File: src/rtl/vga_timing_pkg.sv
// Timing constants and helpers shared by the VGA timing generator.
// Defaults describe 640x480@60 (800 x 525 totals).
// Combinational helpers only; no state.
package vga_timing_pkg;

    localparam int unsigned CW_D       = 10;

    localparam int unsigned H_ACTIVE_D = 640;
    localparam int unsigned H_FP_D     = 16;
    localparam int unsigned H_SYNC_D   = 96;
    localparam int unsigned H_BP_D     = 48;

    localparam int unsigned V_ACTIVE_D = 480;
    localparam int unsigned V_FP_D     = 10;
    localparam int unsigned V_SYNC_D   = 2;
    localparam int unsigned V_BP_D     = 33;

    localparam int unsigned H_TOTAL_D  = H_ACTIVE_D + H_FP_D + H_SYNC_D + H_BP_D;
    localparam int unsigned V_TOTAL_D  = V_ACTIVE_D + V_FP_D + V_SYNC_D + V_BP_D;

    // First count inside the sync window: right after the front porch.
    function automatic int unsigned sync_start(input int unsigned active,
                                               input int unsigned fp);
        return active + fp;
    endfunction

    // Last count inside the sync window (inclusive).
    function automatic int unsigned sync_end(input int unsigned active,
                                             input int unsigned fp,
                                             input int unsigned width);
        return active + fp + width - 1;
    endfunction

    localparam int unsigned H_SYNC_START_D = sync_start(H_ACTIVE_D, H_FP_D);
    localparam int unsigned H_SYNC_END_D   = sync_end(H_ACTIVE_D, H_FP_D, H_SYNC_D);
    localparam int unsigned V_SYNC_START_D = sync_start(V_ACTIVE_D, V_FP_D);
    localparam int unsigned V_SYNC_END_D   = sync_end(V_ACTIVE_D, V_FP_D, V_SYNC_D);

endpackage

File: src/rtl/vga_timing_gen_rise_strobe.sv
// Rising-edge detector for a slow toggle sampled as data in the clk domain.
// Strobe is combinational, high in the clk where the new high level is first seen.
// No backpressure; falling edges produce nothing.
module rise_strobe (
    input  logic clk,
    input  logic rst,
    input  logic din,
    output logic stb
);

    logic din_q;

    // Previous-cycle sample of the input level.
    always_ff @(posedge clk or posedge rst) begin
        if (rst) begin
            din_q <= 1'b0;
        end else begin
            din_q <= din;
        end
    end

    assign stb = din & ~din_q;

endmodule

File: src/rtl/vga_timing_gen.sv
// VGA raster timing: pixel strobe drives h/v counters, registered sync/video/coords.
// Outputs lag counter changes by 1 clk; frame_start lines up with outputs showing (0,0).
// No backpressure; counters free-run on every pixel strobe.
module vga_timing_gen
    import vga_timing_pkg::*;
#(
    parameter int unsigned H_ACTIVE = H_ACTIVE_D,
    parameter int unsigned H_FP     = H_FP_D,
    parameter int unsigned H_SYNC   = H_SYNC_D,
    parameter int unsigned H_BP     = H_BP_D,
    parameter int unsigned V_ACTIVE = V_ACTIVE_D,
    parameter int unsigned V_FP     = V_FP_D,
    parameter int unsigned V_SYNC   = V_SYNC_D,
    parameter int unsigned V_BP     = V_BP_D,
    parameter logic        SYNC_POL = 1'b0,
    parameter int unsigned CW       = CW_D
) (
    input  logic          clk,
    input  logic          rst,
    input  logic          pix_clk_in,
    output logic          hsync,
    output logic          vsync,
    output logic          video_on,
    output logic [CW-1:0] x,
    output logic [CW-1:0] y,
    output logic          frame_start
);

    localparam logic [CW-1:0] H_LAST   = CW'(H_ACTIVE + H_FP + H_SYNC + H_BP - 1);
    localparam logic [CW-1:0] V_LAST   = CW'(V_ACTIVE + V_FP + V_SYNC + V_BP - 1);
    localparam logic [CW-1:0] H_VIS    = CW'(H_ACTIVE);
    localparam logic [CW-1:0] V_VIS    = CW'(V_ACTIVE);
    localparam logic [CW-1:0] HS_START = CW'(sync_start(H_ACTIVE, H_FP));
    localparam logic [CW-1:0] HS_END   = CW'(sync_end(H_ACTIVE, H_FP, H_SYNC));
    localparam logic [CW-1:0] VS_START = CW'(sync_start(V_ACTIVE, V_FP));
    localparam logic [CW-1:0] VS_END   = CW'(sync_end(V_ACTIVE, V_FP, V_SYNC));
    localparam logic [CW-1:0] ONE      = CW'(1);

    logic          pix_stb;
    logic [CW-1:0] hcnt;
    logic [CW-1:0] vcnt;
    logic          wrap_q;
    logic          h_in_sync;
    logic          v_in_sync;

    rise_strobe u_rise (
        .clk (clk),
        .rst (rst),
        .din (pix_clk_in),
        .stb (pix_stb)
    );

    assign h_in_sync = (hcnt >= HS_START) && (hcnt <= HS_END);
    assign v_in_sync = (vcnt >= VS_START) && (vcnt <= VS_END);

    // Raster counters; vcnt steps only when hcnt wraps. wrap_q marks the
    // counters having just returned to (0,0) from the last pixel of a frame.
    always_ff @(posedge clk or posedge rst) begin
        if (rst) begin
            hcnt   <= '0;
            vcnt   <= '0;
            wrap_q <= 1'b0;
        end else begin
            wrap_q <= pix_stb && (hcnt == H_LAST) && (vcnt == V_LAST);
            if (pix_stb) begin
                if (hcnt == H_LAST) begin
                    hcnt <= '0;
                    if (vcnt == V_LAST) begin
                        vcnt <= '0;
                    end else begin
                        vcnt <= vcnt + ONE;
                    end
                end else begin
                    hcnt <= hcnt + ONE;
                end
            end
        end
    end

    // Registered decode of the counters, refreshed every clk.
    always_ff @(posedge clk or posedge rst) begin
        if (rst) begin
            x           <= '0;
            y           <= '0;
            video_on    <= 1'b0;
            hsync       <= ~SYNC_POL;
            vsync       <= ~SYNC_POL;
            frame_start <= 1'b0;
        end else begin
            x           <= hcnt;
            y           <= vcnt;
            video_on    <= (hcnt < H_VIS) && (vcnt < V_VIS);
            hsync       <= h_in_sync ? SYNC_POL : ~SYNC_POL;
            vsync       <= v_in_sync ? SYNC_POL : ~SYNC_POL;
            frame_start <= wrap_q;
        end
    end

endmodule

File: config.mk
export PLATFORM = sky130hd
export DESIGN_NAME = vga_timing_gen
export DESIGN_NICKNAME = d
export VERILOG_FILES = /design/src/rtl/vga_timing_pkg.sv /design/src/rtl/vga_timing_gen_rise_strobe.sv /design/src/rtl/vga_timing_gen.sv
export SDC_FILE = /design/constraint.sdc
export NUM_CORES = 1
export LEC_CHECK = 0
export CORE_ASPECT_RATIO = 1.25
export CORE_UTILIZATION = 40
export CTS_BUF_LIST = sky130_fd_sc_hd__clkbuf_8 sky130_fd_sc_hd__clkbuf_16
export DETAILED_ROUTE_END_ITERATION = 10
export PLACE_DENSITY_LB_ADDON = 0.1
export SYNTH_ARGS = -nofsm -noshare
export SYNTH_HDL_FRONTEND = slang
export SYNTH_SLANG_ARGS = --single-unit
File: constraint.sdc
create_clock -name clk -period 2.32 [get_ports clk]
set_clock_uncertainty 0.15 [all_clocks]
set_input_delay 0.464 -clock clk [delete_from_list [all_inputs] [get_ports clk]]
set_output_delay 0.464 -clock clk [all_outputs]
set_load 0.05 [all_outputs]
==> results of run 1 <==
==> metal layers <==
metal	wire (um)	global-route usage (%)	vias up	share of wire, %
met4	64	8.67	0	2.1
met2	1590	24.5	24	52
li1	-	-	572	-
met3	97	3.23	5	3.2
met5	0	0	-	0
met1	1300	18.2	595	43
==> worst max path at each step <==
stage	from	to
finish	hsync$_DFF_PP1_	hsync
global route	vsync$_DFF_PP1_	vsync
CTS	hsync$_DFF_PP1_	hsync
detailed placement	pix_clk_in	vcnt[8]$_DFFE_PP0P_
global placement	pix_clk_in	vcnt[7]$_DFFE_PP0P_
floorplan	hcnt[0]$_DFFE_PP0P_	vcnt[7]$_DFFE_PP0P_
==> power by group through the flow <==
stage                     Combinational (mW)  Clock (mW)  Sequential [mW]
after floorplan                       0.0977           0             1.17
after global placement                 0.405           0             1.01
after detailed placement               0.408           0             1.01
after CTS                              0.409       0.567            0.993
after global routing                   0.429       0.602             1.01
final                                  0.404       0.549            0.990
==> sequential cells by signal (all words and copies together) (netlist names) <==
register	flops
hsync	1
frame_start	1
y	10
vsync	1
vcnt	10
wrap_q	1
x	10
video_on	1
hcnt	10
u_rise.din_q	1
==> Yosys cell counts (3+ instances only) <==
| cell type | instances |
|---|---|
| xnor2_1 | 3 |
| ha_1 | 5 |
| nor3_1 | 4 |
| inv_1 | 6 |
| nor2_1 | 11 |
| nand3_1 | 7 |
| dfrtp_1 | 44 |
| nand4_1 | 3 |
| a21oi_1 | 3 |
| xor2_1 | 7 |
| nand2_1 | 13 |
| o21ai_0 | 5 |
==> cell type report <==
class | count | area (um^2)
Clock buffer | 8 | 110
Inverter | 6 | 22.5
Fill cell | 398 | 1900
Multi-Input combinational cell | 90 | 593
Sequential cell | 46 | 1150
Tap cell | 56 | 70.1
Timing Repair Buffer | 31 | 310
==> kinds of logic (layout without fill, tap and decap cells) <==
family	count (synthesis)	after routing	share of synthesized area, %
AO/OA/AOI/OAI	17	17	6.54
XOR/XNOR	10	10	4.92
adder cells (fa/ha/maj)	5	5	3.51
buffers and inverters	7	45	1.90
flip-flops	46	46	64.8
multiplexers	1	1	0.632
AND/OR/NAND/NOR	57	57	17.7
==> per-stage QoR <==
stage	power (mW)	hold slack [ns]	cell area, um^2	setup TNS (ns)	utilization [%]
floorplan	1.26	0.181	1780	0	-
global placement	1.41	0.188	2150	-0.183	51.6
detailed placement	1.42	0.188	2150	-0.553	51.6
CTS	1.97	0.205	2260	0	54.3
global route	2.04	0.213	2260	0	54.3
finish	1.94	0.203	2260	0	54.3
==> results.json, run 1 <==
{
  "crit_required_ns": 1.71,
  "rsz0062_at_grt": "false",
  "routed_wl_um": 3060,
  "powerDensity_nw_per_um2": 860,
  "dr.pass1.iters": 4,
  "num_vias": 1196,
  "coreArea_um2": 4160,
  "crit_fanout": 1,
  "cpMaxStageDelayCell": "clkdlybuf4s50_1",
  "critPathCaptureType": "output port",
  "drt-initial-drc-count": 36,
  "nets": 188,
  "cts_repair_resize_count": 0,
  "hold_start": "wrap_q$_DFF_PP0_",
  "layout-drive-gt1-share_pct": 13.8,
  "cts_tree": "yes",
  "placed_cells": 229,
  "min_to": "frame_start$_DFF_PP0_",
  "ys_types": 39,
  "critical_path_class": "reg -> out",
  "grt_pass1_vias": 1180,
  "overflow": 0,
  "critical_path_buf_inv_count": 1,
  "place_ws_ns": -0.144,
  "final_common_cell": "dfrtp_1",
  "drc": 0,
  "setup_viol": 0,
  "grt_first_pass_wirelength_um": 5290,
  "final_cell_mix": "dfrtp_1, clkdlybuf4s50_1, nand2_1",
  "p_sw_share_pct": 31.0,
  "yosys_warnings": 0,
  "hold_path_class": "reg -> reg",
  "rows": 26,
  "gp_congestion": 0.824,
  "clockBufferDepth": 2,
  "post-route-period-util_pct": 95.5,
  "maxCapViolCount": 0,
  "synth_top_area_cell": "dfrtp_1",
  "power_switching_mw": 0.603,
  "arrival_ns": 1.60,
  "cts_made_buffers": 5,
  "worstReg2RegEnd": "vcnt[8]$_DFFE_PP0P_",
  "ys.flop_type": "dfrtp_1",
  "grt_max_degree": 47,
  "netlist_instances": 143,
  "setup_ws_ns": 0.105,
  "antenna_found_initial": 0,
  "seq_area_frac_synth_pct": 64.8,
  "die_y_um": 76.6,
  "crit_family": "buffers and inverters",
  "ys_seq_elements": 46,
  "period_needed_ns": 2.22,
  "cp_cell_sequence": "clkdlybuf4s50_1",
  "worst_slew_pin_slew_ns": 0.500,
  "ant_nets": 0,
  "postCtsSetupBuffers": 0,
  "hold_depth": 0,
  "ff2ff_setup_slack_ns": 0.23,
  "vias_per_cell": 5.05,
  "cpPeakStageDelay_ns": 0.79,
  "place_hpwl_um": 2170,
  "synth_area_leaders": "dfrtp_1, ha_1, xor2_1",
  "fmax_mhz": 451,
  "avgSynthCellArea_um2": 12.5,
  "grtUsageTotal_pct": 15.3,
  "r2r_start": "hcnt[0]$_DFFE_PP0P_",
  "drv_slew": 0,
  "antenna_cells": 0,
  "syn2layout_area_growth_pct": 26.9,
  "wl_per_cell_um": 12.9,
  "hold_viol_final": 0,
  "ios": 27,
  "max_slew_margin_pct": 66.6,
  "numClockSinks": 46,
  "ff2ff_path_depth": 5,
  "ys_async_sr_fraction_pct": 100,
  "ir_worst_vdd_mv": 0.440,
  "clkTransAtPathRegs_ns": 0.08,
  "seq_power_share_pct": 51.0,
  "synth_fp_nets": 151,
  "start_util_pct": 42.8,
  "die_w_um": 61.7,
  "internal-power_mw": 1.34,
  "post_cts_hold_buffer_count": 0,
  "p_clk_share_pct": 28.2,
  "io_buffers": 26,
  "status": "complete, no violations",
  "netlist_area_um2": 1780,
  "comb_power_share_pct": 20.8,
  "synth_top_area_share_pct": 61.8,
  "final_cells": 237,
  "p_leak_nw": 0.970,
  "critical_path_depth": 1,
  "cp-start-kind": "flop",
  "synth-edff-count": 0,
  "insertion_delay_ns": 0.30,
  "ctsHtreeMaxLevel": 2,
  "die_area_um2": 4720,
  "cts_root_buffer": "clkbuf_8"
}
(Power assumes the default switching activity.)
==> run 2, diff against run 1 <==
CAP_MARGIN = 20   (was not set)
CORE_ASPECT_RATIO = not set   (was 1.25)
SYNTH_HIERARCHICAL = 1   (was not set)
==> run 2 against run 1 <==
Die area up 1.3%. Count of clock-buffer cells in the layout down 3. Critical path depth unchanged. Clock power is 16% lower. First-iteration DRC count grew to 2.5 times the previous value. Sequential share of layout area grew 0.26 points. Via count decreased by 2.1%. Non-clock buffer count rose by 3. Synthesized cell count rose by 1.4%. Critical endpoint is now vsync. Largest cell class unchanged.
==> results.json, run 2 <==
{
  "status": "complete, no violations",
  "setup_viol": 0,
  "avgSynthCellArea_um2": 12.4,
  "hold_viol_final": 0,
  "critical_path_class": "reg -> out",
  "crit_required_ns": 1.71,
  "final_cell_mix": "dfrtp_1, clkdlybuf4s50_1, nand2_1",
  "post-route-period-util_pct": 95.7,
  "period_needed_ns": 2.22,
  "grt_max_degree": 46,
  "synth_top_area_share_pct": 61.0,
  "drt-initial-drc-count": 90,
  "ant_nets": 0,
  "grt_pass1_vias": 1198,
  "arrival_ns": 1.61,
  "fmax_mhz": 450,
  "nFillCells": 384,
  "utilization_pct": 51.6,
  "clkTransAtPathRegs_ns": 0.08,
  "coreArea_um2": 4350,
  "cts_tree": "yes",
  "ff2ff_setup_slack_ns": 0.37,
  "synth_top_area_cell": "dfrtp_1",
  "synth-edff-count": 0,
  "synth_area_leaders": "dfrtp_1, ha_1, dfstp_2",
  "worstReg2RegEnd": "vcnt[1]$_DFFE_PP0P_",
  "cp_cell_sequence": "clkdlybuf4s50_1",
  "gp_congestion": 0.803,
  "cpMaxStageDelayCell": "clkdlybuf4s50_1",
  "met2_length_um": 1470,
  "wl_met3_um": 143,
  "placed_cells": 226,
  "ys_seq_elements": 46,
  "clockBufferDepth": 2,
  "cts_made_buffers": 5,
  "maxCapViolCount": 0,
  "powerDensity_nw_per_um2": 751,
  "m1WireLength_um": 1520,
  "syn2layout_area_growth_pct": 24.6,
  "critical_path_buf_inv_count": 1,
  "num_vias": 1171,
  "grtUsageTotal_pct": 15.7,
  "cts_root_buffer": "clkbuf_8",
  "ios": 27,
  "r2r_start": "hcnt[0]$_DFFE_PP0P_",
  "drv_slew": 0,
  "cpPeakStageDelay_ns": 0.79,
  "netlist_area_um2": 1800,
  "final_common_cell": "dfrtp_1",
  "ys_types": 34,
  "io_buffers": 26,
  "place_hpwl_um": 2200,
  "wl_per_cell_um": 13.7,
  "p_leak_nw": 1.02,
  "grt_first_pass_wirelength_um": 5830,
  "routed_wl_um": 3190,
  "die_area_um2": 4780,
  "yosys_warnings": 6,
  "final_cell_area_um2": 2250,
  "cp-start-kind": "flop",
  "netlist_instances": 145,
  "dr.pass1.iters": 4,
  "worst_slew_pin_slew_ns": 0.501,
  "yosys-top-cells-count": "dfrtp_1, nand2_1, inv_1, nand3_1, xnor2_1",
  "ir_worst_vdd_mv": 0.320,
  "post_cts_hold_buffer_count": 0,
  "rows": 24,
  "postCtsSetupBuffers": 0,
  "die_y_um": 69.2,
  "crit_fanout": 1,
  "antenna_found_initial": 0,
  "vias_per_cell": 5.03,
  "ys.flop_type": "dfrtp_1",
  "final_cells": 233,
  "highest_layer": "met4",
  "drc": 0,
  "numClockSinks": 46,
  "synth_fp_nets": 153,
  "insertion_delay_ns": 0.30,
  "seq_area_frac_synth_pct": 63.9,
  "ctsHtreeMaxLevel": 2,
  "hold_path_class": "in -> async",
  "start_util_pct": 41.4,
  "critPathCaptureType": "output port",
  "die_w_um": 69.2,
  "antenna_cells": 0,
  "place_area_um2": 2170,
  "ys_async_sr_fraction_pct": 100,
  "cts_repair_resize_count": 0,
  "ff2ff_path_depth": 7,
  "post-synth-top-count-cell": "dfrtp_1",
  "max_slew_margin_pct": 66.5,
  "nets": 189,
  "rsz0062_at_grt": "false",
  "crit_family": "buffers and inverters",
  "layout-drive-gt1-share_pct": 11.0,
  "fin_tns_setup_ns": 0,
  "overflow": 0
}
==> run 2: power by group <==
group | internal, mW | switching, mW | total [mW]
Sequential | 0.868 | 0.0610 | 0.929
Clock | 0.202 | 0.259 | 0.462
Combinational | 0.105 | 0.194 | 0.299
Total | 1.17 | 0.515 | 1.69
==> run 2: layout make-up <==
type / instances / area (um^2) / share of cell area, %
Clock inverter: 2 / 10.0 / 0.445
Sequential cell: 46 / 1150 / 51.3
Multi-Input combinational cell: 86 / 588 / 26.2
Tap cell: 52 / 65.1 / 2.89
Inverter: 8 / 30.0 / 1.34
Timing Repair Buffer: 34 / 333 / 14.8
Clock buffer: 5 / 68.8 / 3.06
==> run 2: kinds of logic (layout without fill, tap and decap cells) <==
logic type,count (synthesis),count (layout),share of synthesized area (%)
simple gates,51,51,16.9
compound gates,17,17,5.69
fa+ha+maj,5,5,3.47
flops,46,46,63.9
mux,3,3,1.66
buf+inv,13,49,3.47
xor+xnor,10,10,4.85
==> run 2: worst max-delay path by stage <==
stage,slack (ns),cells past startpoint,endpoint,from
final,0.1,1,vsync,vsync$_DFF_PP1_
after global routing,0.06,1,vsync,vsync$_DFF_PP1_
after CTS,0.09,1,vsync,vsync$_DFF_PP1_
after detailed placement,-0.02,7,vcnt[3]$_DFFE_PP0P_,pix_clk_in
after global placement,0.03,6,vcnt[9]$_DFFE_PP0P_,pix_clk_in
after floorplan,0.34,7,vcnt[9]$_DFFE_PP0P_,pix_clk_in
==> run 2: per-stage QoR <==
| step | worst slack [ns] | total power, mW | hold slack (ns) |
|---|---|---|---|
| after CTS | 0.0896 | 1.71 | 0.160 |
| after global routing | 0.0558 | 1.78 | 0.181 |
| after floorplan | 0.336 | 1.14 | 0.0427 |
| after global placement | 0.0313 | 1.25 | 0.183 |
| after detailed placement | -0.0157 | 1.25 | 0.195 |
| final | 0.0990 | 1.69 | 0.165 |
==> run 2: per-layer routing <==
layer	GRT usage (%)	up-vias
met3	4.97	6
li1	-	569
met4	6.12	0
met2	23.5	30
met5	0	-
met1	21.2	566
